**src/rtl/pipe_hazard_ctrl.sv**
```systemverilog
// Stall/flush controller for the 5-stage pipeline: memory-wait sequencing, load-use bubbles, branch flush.
// Optional perf counters are built when STALL_PERF_CNT_EN is defined.
module pipe_hazard_ctrl #(
  parameter int unsigned MISS_TIMEOUT = 200,
  parameter int unsigned CNT_W        = 8
) (
  input  logic        clk_i,
  input  logic        rst_i,
  input  logic        IDEX_MemRead_i,
  input  logic [4:0]  IDEX_Rt_i,
  input  logic [4:0]  IFID_Rs_i,
  input  logic [4:0]  IFID_Rt_i,
  input  logic        EXMEM_MemRead_i,
  input  logic        EXMEM_MemWrite_i,
  input  logic        dmem_ack_i,
  input  logic        branch_taken_i,
  output logic        dmem_req_o,
  output logic        pc_stall_o,
  output logic        ifid_stall_o,
  output logic        idex_flush_o,
  output logic        exmem_stall_o,
  output logic        memwb_stall_o,
  output logic        ifid_flush_o,
  output logic        timeout_o,
  output logic [31:0] perf_mem_stall_o,
  output logic [31:0] perf_bubble_o
);

  typedef enum logic [1:0] {
    ST_IDLE     = 2'd0,
    ST_MEM_WAIT = 2'd1,
    ST_ERROR    = 2'd2
  } state_e;

  localparam logic [CNT_W-1:0] WAIT_LAST = CNT_W'(MISS_TIMEOUT - 1);

  state_e           state_q, state_d;
  logic [CNT_W-1:0] wait_cnt_q, wait_cnt_d;
  logic             timeout_q, timeout_d;
  logic             mem_acc_s, req_s, mem_stall_s, lu_s;

  assign mem_acc_s = EXMEM_MemRead_i | EXMEM_MemWrite_i;

  // State, wait counter and sticky timeout flag
  always_ff @(posedge clk_i or negedge rst_i) begin
    if (!rst_i) begin
      state_q    <= ST_IDLE;
      wait_cnt_q <= '0;
      timeout_q  <= 1'b0;
    end else begin
      state_q    <= state_d;
      wait_cnt_q <= wait_cnt_d;
      timeout_q  <= timeout_d;
    end
  end

  // Next state plus request/memory-stall decode; an ack in the request cycle never stalls
  always_comb begin
    state_d     = state_q;
    wait_cnt_d  = wait_cnt_q;
    timeout_d   = timeout_q;
    req_s       = 1'b0;
    mem_stall_s = 1'b0;
    case (state_q)
      ST_IDLE: begin
        req_s       = mem_acc_s;
        mem_stall_s = mem_acc_s & ~dmem_ack_i;
        if (mem_acc_s && !dmem_ack_i) begin
          state_d    = ST_MEM_WAIT;
          wait_cnt_d = '0;
        end else begin
          state_d    = ST_IDLE;
        end
      end
      ST_MEM_WAIT: begin
        req_s       = 1'b1;
        mem_stall_s = ~dmem_ack_i;
        if (dmem_ack_i) begin
          state_d = ST_IDLE;
        end else if (wait_cnt_q == WAIT_LAST) begin
          state_d   = ST_ERROR;
          timeout_d = 1'b1;
        end else begin
          wait_cnt_d = wait_cnt_q + CNT_W'(1);
        end
      end
      ST_ERROR: begin
        mem_stall_s = 1'b1;
      end
      default: begin
        state_d     = ST_IDLE;
        mem_stall_s = 1'b1;
      end
    endcase
  end

  // A frozen pipe needs no bubble, so load-use only counts when memory is not stalling
  assign lu_s = IDEX_MemRead_i & (IDEX_Rt_i != 5'd0) &
                ((IDEX_Rt_i == IFID_Rs_i) | (IDEX_Rt_i == IFID_Rt_i)) & ~mem_stall_s;

  assign dmem_req_o    = rst_i & req_s;
  assign pc_stall_o    = rst_i & (mem_stall_s | lu_s);
  assign ifid_stall_o  = rst_i & (mem_stall_s | lu_s);
  assign idex_flush_o  = rst_i & lu_s;
  assign exmem_stall_o = rst_i & mem_stall_s;
  assign memwb_stall_o = rst_i & mem_stall_s;
  assign ifid_flush_o  = rst_i & branch_taken_i & ~mem_stall_s & ~lu_s;
  assign timeout_o     = timeout_q;

`ifdef STALL_PERF_CNT_EN
  logic [31:0] perf_mem_q, perf_bub_q;

  // Saturating stall and bubble counters
  always_ff @(posedge clk_i or negedge rst_i) begin
    if (!rst_i) begin
      perf_mem_q <= 32'd0;
      perf_bub_q <= 32'd0;
    end else begin
      if (mem_stall_s && (perf_mem_q != 32'hFFFF_FFFF)) begin
        perf_mem_q <= perf_mem_q + 32'd1;
      end
      if (lu_s && (perf_bub_q != 32'hFFFF_FFFF)) begin
        perf_bub_q <= perf_bub_q + 32'd1;
      end
    end
  end

  assign perf_mem_stall_o = perf_mem_q;
  assign perf_bubble_o    = perf_bub_q;
`else
  assign perf_mem_stall_o = 32'b0;
  assign perf_bubble_o    = 32'b0;
`endif

endmodule

```
**config.mk**
```make
export PLATFORM = sky130hd
export DESIGN_NAME = pipe_hazard_ctrl
export DESIGN_NICKNAME = d
export VERILOG_FILES = /design/src/rtl/pipe_hazard_ctrl.sv
export SDC_FILE = /design/constraint.sdc
export NUM_CORES = 1
export LEC_CHECK = 0
export ABC_AREA = 1
export CAP_MARGIN = 20
export CORE_MARGIN = 1
export CORE_UTILIZATION = 35
export CTS_CLUSTER_DIAMETER = 40
export DETAILED_ROUTE_END_ITERATION = 7
export HOLD_SLACK_MARGIN = 0.15
export PLACE_DENSITY = 0.84
export SLEW_MARGIN = 20
export SYNTH_ARGS = -nofsm -noshare
export SYNTH_HDL_FRONTEND = slang
export SYNTH_SLANG_ARGS = --single-unit
```
**constraint.sdc**
```tcl
create_clock -name clk_i -period 1.41 [get_ports clk_i]
set_input_delay 0.2115 -clock clk_i [delete_from_list [all_inputs] [get_ports clk_i]]
set_output_delay 0.2115 -clock clk_i [all_outputs]
set_load 0.1 [all_outputs]
```
* Word level (Yosys, flattened, before mapping) *
Index checks and enable logic that the tools add are counted.

word-level totals
  bits in registers = 11
  bits of input ports = 22
  output and inout port bits = 72
  word-level logic and storage cells = 49

cells by class
  add/subtract/negate cells = 1
  equality and inequality tests = 9
  multiplexer cells = 10
  bitwise gates (word level) = 18
  reduce and logical (&&, ||, !) cells = 8

operators with widths
  cell                                                                    count
  8-bit 2-to-1 mux                                                        3
  8-bit one-hot mux with 2 select lines                                   1
  1-bit bitwise AND                                                       11
  5-bit equality test                                                     2
  8-bit by 1-bit adder with 8-bit output (second input constant)          1
  8-bit equality test (second input constant)                             1
  2-bit != test (second input constant)                                   3
  2-bit one-hot mux with 3 select lines                                   1
  5-bit nonzero test                                                      1
  2-bit 2-to-1 mux                                                        2
  1-bit inverter                                                          4
  1-bit one-hot mux with 2 select lines                                   2
  4-bit AND reduction                                                     1
  3-bit != test (second input constant)                                   1
  1-bit OR                                                                3
  3-bit AND reduction                                                     1
  2-bit by 1-bit equality test with 1-bit output (second input constant)  1
  2-bit equality test (second input constant)                             1
  2-bit logical NOT                                                       1
  2-bit AND reduction                                                     1
  2-bit nonzero test                                                      1
  1-bit logical AND                                                       1
  1-bit logical NOT                                                       1
  1-bit 2-to-1 mux                                                        1

* Depth between registers and ports, before layout *
  depth in word-level cells = 7
  gate-level depth with buffers = 10
  gate-level depth less buffers = 10

* Worst setup path after synthesis *
Ideal clock, no wire load.

  path type = reg2out
  start = reg state_q[0]
  end = out ifid_flush_o
  data arrival time = 2313 ps
  data required time = 1199 ps
  setup slack = -1114 ps
  stages on the path, launching flop included = 8
  buffers on the path = 0
  cells stage by stage = dfrtp_1 -> inv_2 -> nand2_2 -> nand2_2 -> nor2_4 -> nor2_1 -> nand3_1 -> a21oi_1

between the ends
  word-level cells in the longest chain between the ends = 6
  elaborated cells between the ends (all ways) = 8
  classes of those cells = eq/ne: 1; mux: 1; bitwise: 5; reduce/logical: 1

ends and longest elaborated chain
  item                                                                                        line     text
  start: declaration                                                                          37       state_e state_q, state_d;
  start signal: assignment                                                                    51       state_q <= state_d;
  2-bit by 1-bit equality test with 1-bit output / 2-bit logical NOT (equally long branches)  64       case (state_q)
  1-bit one-hot mux with 2 select lines (*)                                                   64
  1-bit inverter (*)                                                                          99, 107
  1-bit bitwise AND                                                                           99       ((IDEX_Rt_i == IFID_Rs_i) | (IDEX_Rt_i == IFID_Rt_i)) & ~mem_stall_s;
  1-bit inverter                                                                              107      assign ifid_flush_o = rst_i & branch_taken_i & ~mem_stall_s & ~lu_s;
  1-bit bitwise AND (*)                                                                       107
  end: declaration                                                                            23       output logic ifid_flush_o,

Every way passes the cells marked *; elsewhere a longest branch is shown, timed or not.

* Worst setup path after layout *
  start = reg state_q[0]
  end = out exmem_stall_o

between the ends
  word-level cells in the longest chain between the ends = 3
  elaborated cells between the ends (all ways) = 4
  classes of those cells = eq/ne: 1; mux: 1; bitwise: 1; reduce/logical: 1

ends and longest elaborated chain
  item                                                                                        line  text
  2-bit by 1-bit equality test with 1-bit output / 2-bit logical NOT (equally long branches)  64
  1-bit one-hot mux with 2 select lines (*)                                                   64
  1-bit bitwise AND (*)                                                                       105   assign exmem_stall_o = rst_i & mem_stall_s;
  end: declaration                                                                            21    output logic exmem_stall_o,

Marked as above.

==> results by stage <==
Detailed routing:
- After the first detailed-routing iteration, the DRC count stood at 26.
- The DRC violation count after routing is 0.
- The first TritonRoute pass finished after 4 iterations.
- The via count of the routed design is about 1200.
- Dividing the detail-routed wire length by the instance count gives 8.66 µm.
- The detail route stage leaves a number of antenna-violating nets equal to 0.
- For this block, the routed nets add up to around 2.6 mm of wire.
- The detailed-route vias per instance is roughly 3.9.

Power:
- The fraction of power consumed by sequential logic is 0.199.
- The proportion of total power due to net switching is 0.622.
- The clock network fraction of total power is 0.204.
- The combinational cell fraction of total power is 0.597.
- Power spread over the standard cell area amounts to around 910 mW/mm².
- The switching power total is between 900 and 1000 µW.
- The overall power after layout is between 1500 and 2000 µW.
- The cell leakage power is a little under 0.001 µW.
- The internal portion of the total power is approximately 600 µW.
- Across the VDD grid, the largest voltage drop is ~470 µV.

Global route:
- The via count of the first global-routing pass was about 1000.
- For this run the aggregate overflow at the end of global routing stands at 0.
- The first global-routing pass estimated between 3 and 4 mm of wire.
- The initial antenna violation count was 0.
- The maximum number of pins on one net before global-route repair is 12.
- In the global route stage, overall resource usage came out at 0.124.

STA:
- The maximum frequency from static timing analysis is about 0.60 GHz.
- Setup violations remaining at the end of the flow were counted as 6.
- Setup repair after global routing could not meet its margin everywhere.
- The final cycle utilization of the critical path is 1.18.
- For the final routed database, the setup TNS stands at -1.23 ns.
- Between clock sinks in the finished design, the worst skew comes to approximately 0.0032 ns.
- The number of endpoints with negative hold slack in the final report came to 0.
- Subtracting the final worst setup slack from the clock period gives between 1.5 and 2 ns.
- The final-report max-slew violation count was 0.
- Once routing completed, OpenROAD measured the worst setup slack at -0.250 ns.

Status:
- The checks that failed: setup timing.
- The run finished, with violations left.

Worst setup path:
- STA classifies the critical path startpoint as a flop.
- At the worst endpoint, the required time is 1.20 ns.
- The worst setup path is captured at an output port.
- In this run the critical register-to-register path is launched from state_q[0].
- Along the worst path, the maximum fanout reaches 2.
- The path type of the worst setup path is reg -> out.
- The endpoint identified for the worst register-to-register timing path is wait_cnt_q[3].
- The worst register-to-register path has a setup slack of roughly 0.070 ns.
- The worst register-to-register path has a depth of 10.
- The worst endpoint data arrival time is 1.45 ns.
- In this run the worst setup path terminates at exmem_stall_o.
- In this run the worst setup path begins at state_q[0].

Worst hold path:
- The class of the tightest hold or removal check is in -> async.

Die:
- between 90 and 100 I/O pins were placed.
- For this configuration, the core starts out at a cell density of 0.368.
- In this run the vertical extent of the chip is approximately 64 µm.
- The area of the die is just over 0.004 mm².
- The die is roughly 64 µm wide.
- The initialized floorplan defines 22 standard-cell rows.
- The placeable core region is ~0.0037 mm².

Synth:
- The post-synthesis sequential area ratio is 0.203.
- The per-instance average area after synthesis is about 6.6 µm².
- Of the post-synthesis cell area, the dominant cell type holds 0.365.
- Synthesis handed over a netlist of around 210 instances.
- For this run, the number of Yosys warnings is 0.
- The number of synthesized flops with an enable pin is 0.
- Counting flops with an async set or reset pin after synthesis yields a share of 1.00.
- The number of flip-flops and latches in the synthesized netlist is 11.
- The cell area that synthesis handed to floorplanning was 0.00136 mm².
- After synthesis, the cell types taking the most area are buf_4 (37%), dfrtp_1 (20%), nand2_1 (14%).
- Yosys mapped the design onto 25 distinct sky130hd cell types.
- The synthesized design spends more area on one cell type than any other, namely buf_4.
- The most used flip-flop cell after synthesis is dfrtp_1.
- Among all cell types in the netlist, the one instantiated most often is buf_4.
- By count the netlist is led by buf_4 (66), nand2_1 (49), inv_1 (24).

Clock tree:
- Clock tree synthesis selected as its root buffer the cell clkbuf_8.
- Buffers inserted to repair hold after CTS numbered 0.
- Counting every sink on the clock net gives 11.
- The clock reaches the later pin of the worst-skew pair after roughly 0.24 ns.
- Clock-pin slew was measured on the worst setup and hold paths at around 0.05 ns.
- The maximum buffer depth of the clock tree is 2.
- TritonCTS built the clock tree.
- CTS built an H-tree with a depth of 1.
- The clock buffer count from CTS is 3.

Place:
- The weighted congestion at the end of routability-driven global placement is between 0.9 and 1.
- The number of buffers added on ports is 29.
- Once detailed placement completed, the half-perimeter wirelength came to around 2.1 mm.
- The number of placed cells counting well taps is 289.

Final layout:
- The fraction of layout cells with a size suffix above 1 is 0.257.
- The filler cell count in the final layout is roughly 400.
- The core utilization of the finished layout is 0.473.
- After the last flow step, the layout net total stands at 273.
- The repair_antennas step left the layout with diodes totalling 0.
- The layout-stage area growth over the synthesis result is 28.5%.
- Leaving out filler cells and counting taps, the final layout contains between 200 and 300.

Flow run:
- The max-cap check violation count is 0.
==> power groups by stage <==
stage	Sequential, µW	Combinational [µW]	Clock [µW]
after floorplan	322	983	0
after global placement	321	948	0
after detailed placement	321	953	0
after CTS	316	946	328
after global routing	316	973	349
final	316	948	324
==> how the worst min path moves through the flow <==
stage | start | slack, ns | endpoint
final | rst_i | 0.26 | wait_cnt_q[4]
after global routing | rst_i | 0.29 | wait_cnt_q[2]
after CTS | rst_i | 0.27 | wait_cnt_q[4]
after detailed placement | timeout_o | 0.51 | timeout_o
after global placement | timeout_o | 0.51 | timeout_o
after floorplan | rst_i | -0.08 | state_q[0]
==> final cells by class <==
class / instances / area, µm² / share of cell area
multi-input combinational: 163 / 810 / 0.464
tap: 48 / 60.1 / 0.0345
clock inverter: 1 / 5.00 / 0.00287
clock buffer: 3 / 41.3 / 0.0237
inverter: 27 / 110 / 0.0632
timing repair buffer: 44 / 442 / 0.253
sequential: 11 / 275 / 0.158
==> worst max-delay path, cell delays in order (launching register included) <==
cell	delay (ns)
dfrtp_1	0.38
inv_2	0.07
nand2_2	0.05
nand2_2	0.08
nor2_4	0.04
nor2_4	0.10
inv_2	0.07
nand2_4	0.08
clkinvlp_4	0.13
buf_12	0.19
==> layer usage <==
| layer | GRT usage | wire length [µm] |
|---|---|---|
| met1 | 0.110 | 872 |
| met2 | 0.241 | 1450 |
| met3 | 0.0446 | 207 |
| met4 | 0.0611 | 39 |
| met5 | 0 | 0 |
==> registers in the layout, summed over array words and instances, names as in the netlist <==
signal and flops:
wait_cnt_q 8, timeout_o 1, state_q 2
==> metrics by stage <==
step	hold slack (ns)	area, µm²	worst slack, ns
after detailed placement	0.514	1630	-0.470
after CTS	0.267	1700	-0.258
after global routing	0.294	1740	-0.323
after global placement	0.510	1630	-0.423
final	0.257	1740	-0.250
after floorplan	-0.0841	1630	-0.519
==> cells in the final DEF, fill, tap and decap left out, types with 5 or more instances in the layout <==
cell type	n
buf_12	8
buf_4	15
clkbuf_2	5
inv_1	20
dlygate4sd2_1	13
nand2_2	6
inv_2	5
nand3_1	7
nor2_1	9
nand2_1	42
nor2_2	5
dfrtp_1	11
conb_1	64
==> cell families after synthesis <==
logic type	after synthesis	synth area share
other	1	0.00276
adders and majority gates	1	0.00922
and+or+nand+nor	83	0.271
buffers and inverters	94	0.446
AOI/OAI and AO/OA	12	0.0489
DFF	11	0.203
xor gates and xnor gates	3	0.0194
==> repair_timing <==
item                       CTS  global route
buffers inserted             1             3
gates resized for setup     31            19
pin swaps                   15            10
setup endpoints to repair    8            14
Note: power is estimated with default switching activity, not from simulation.
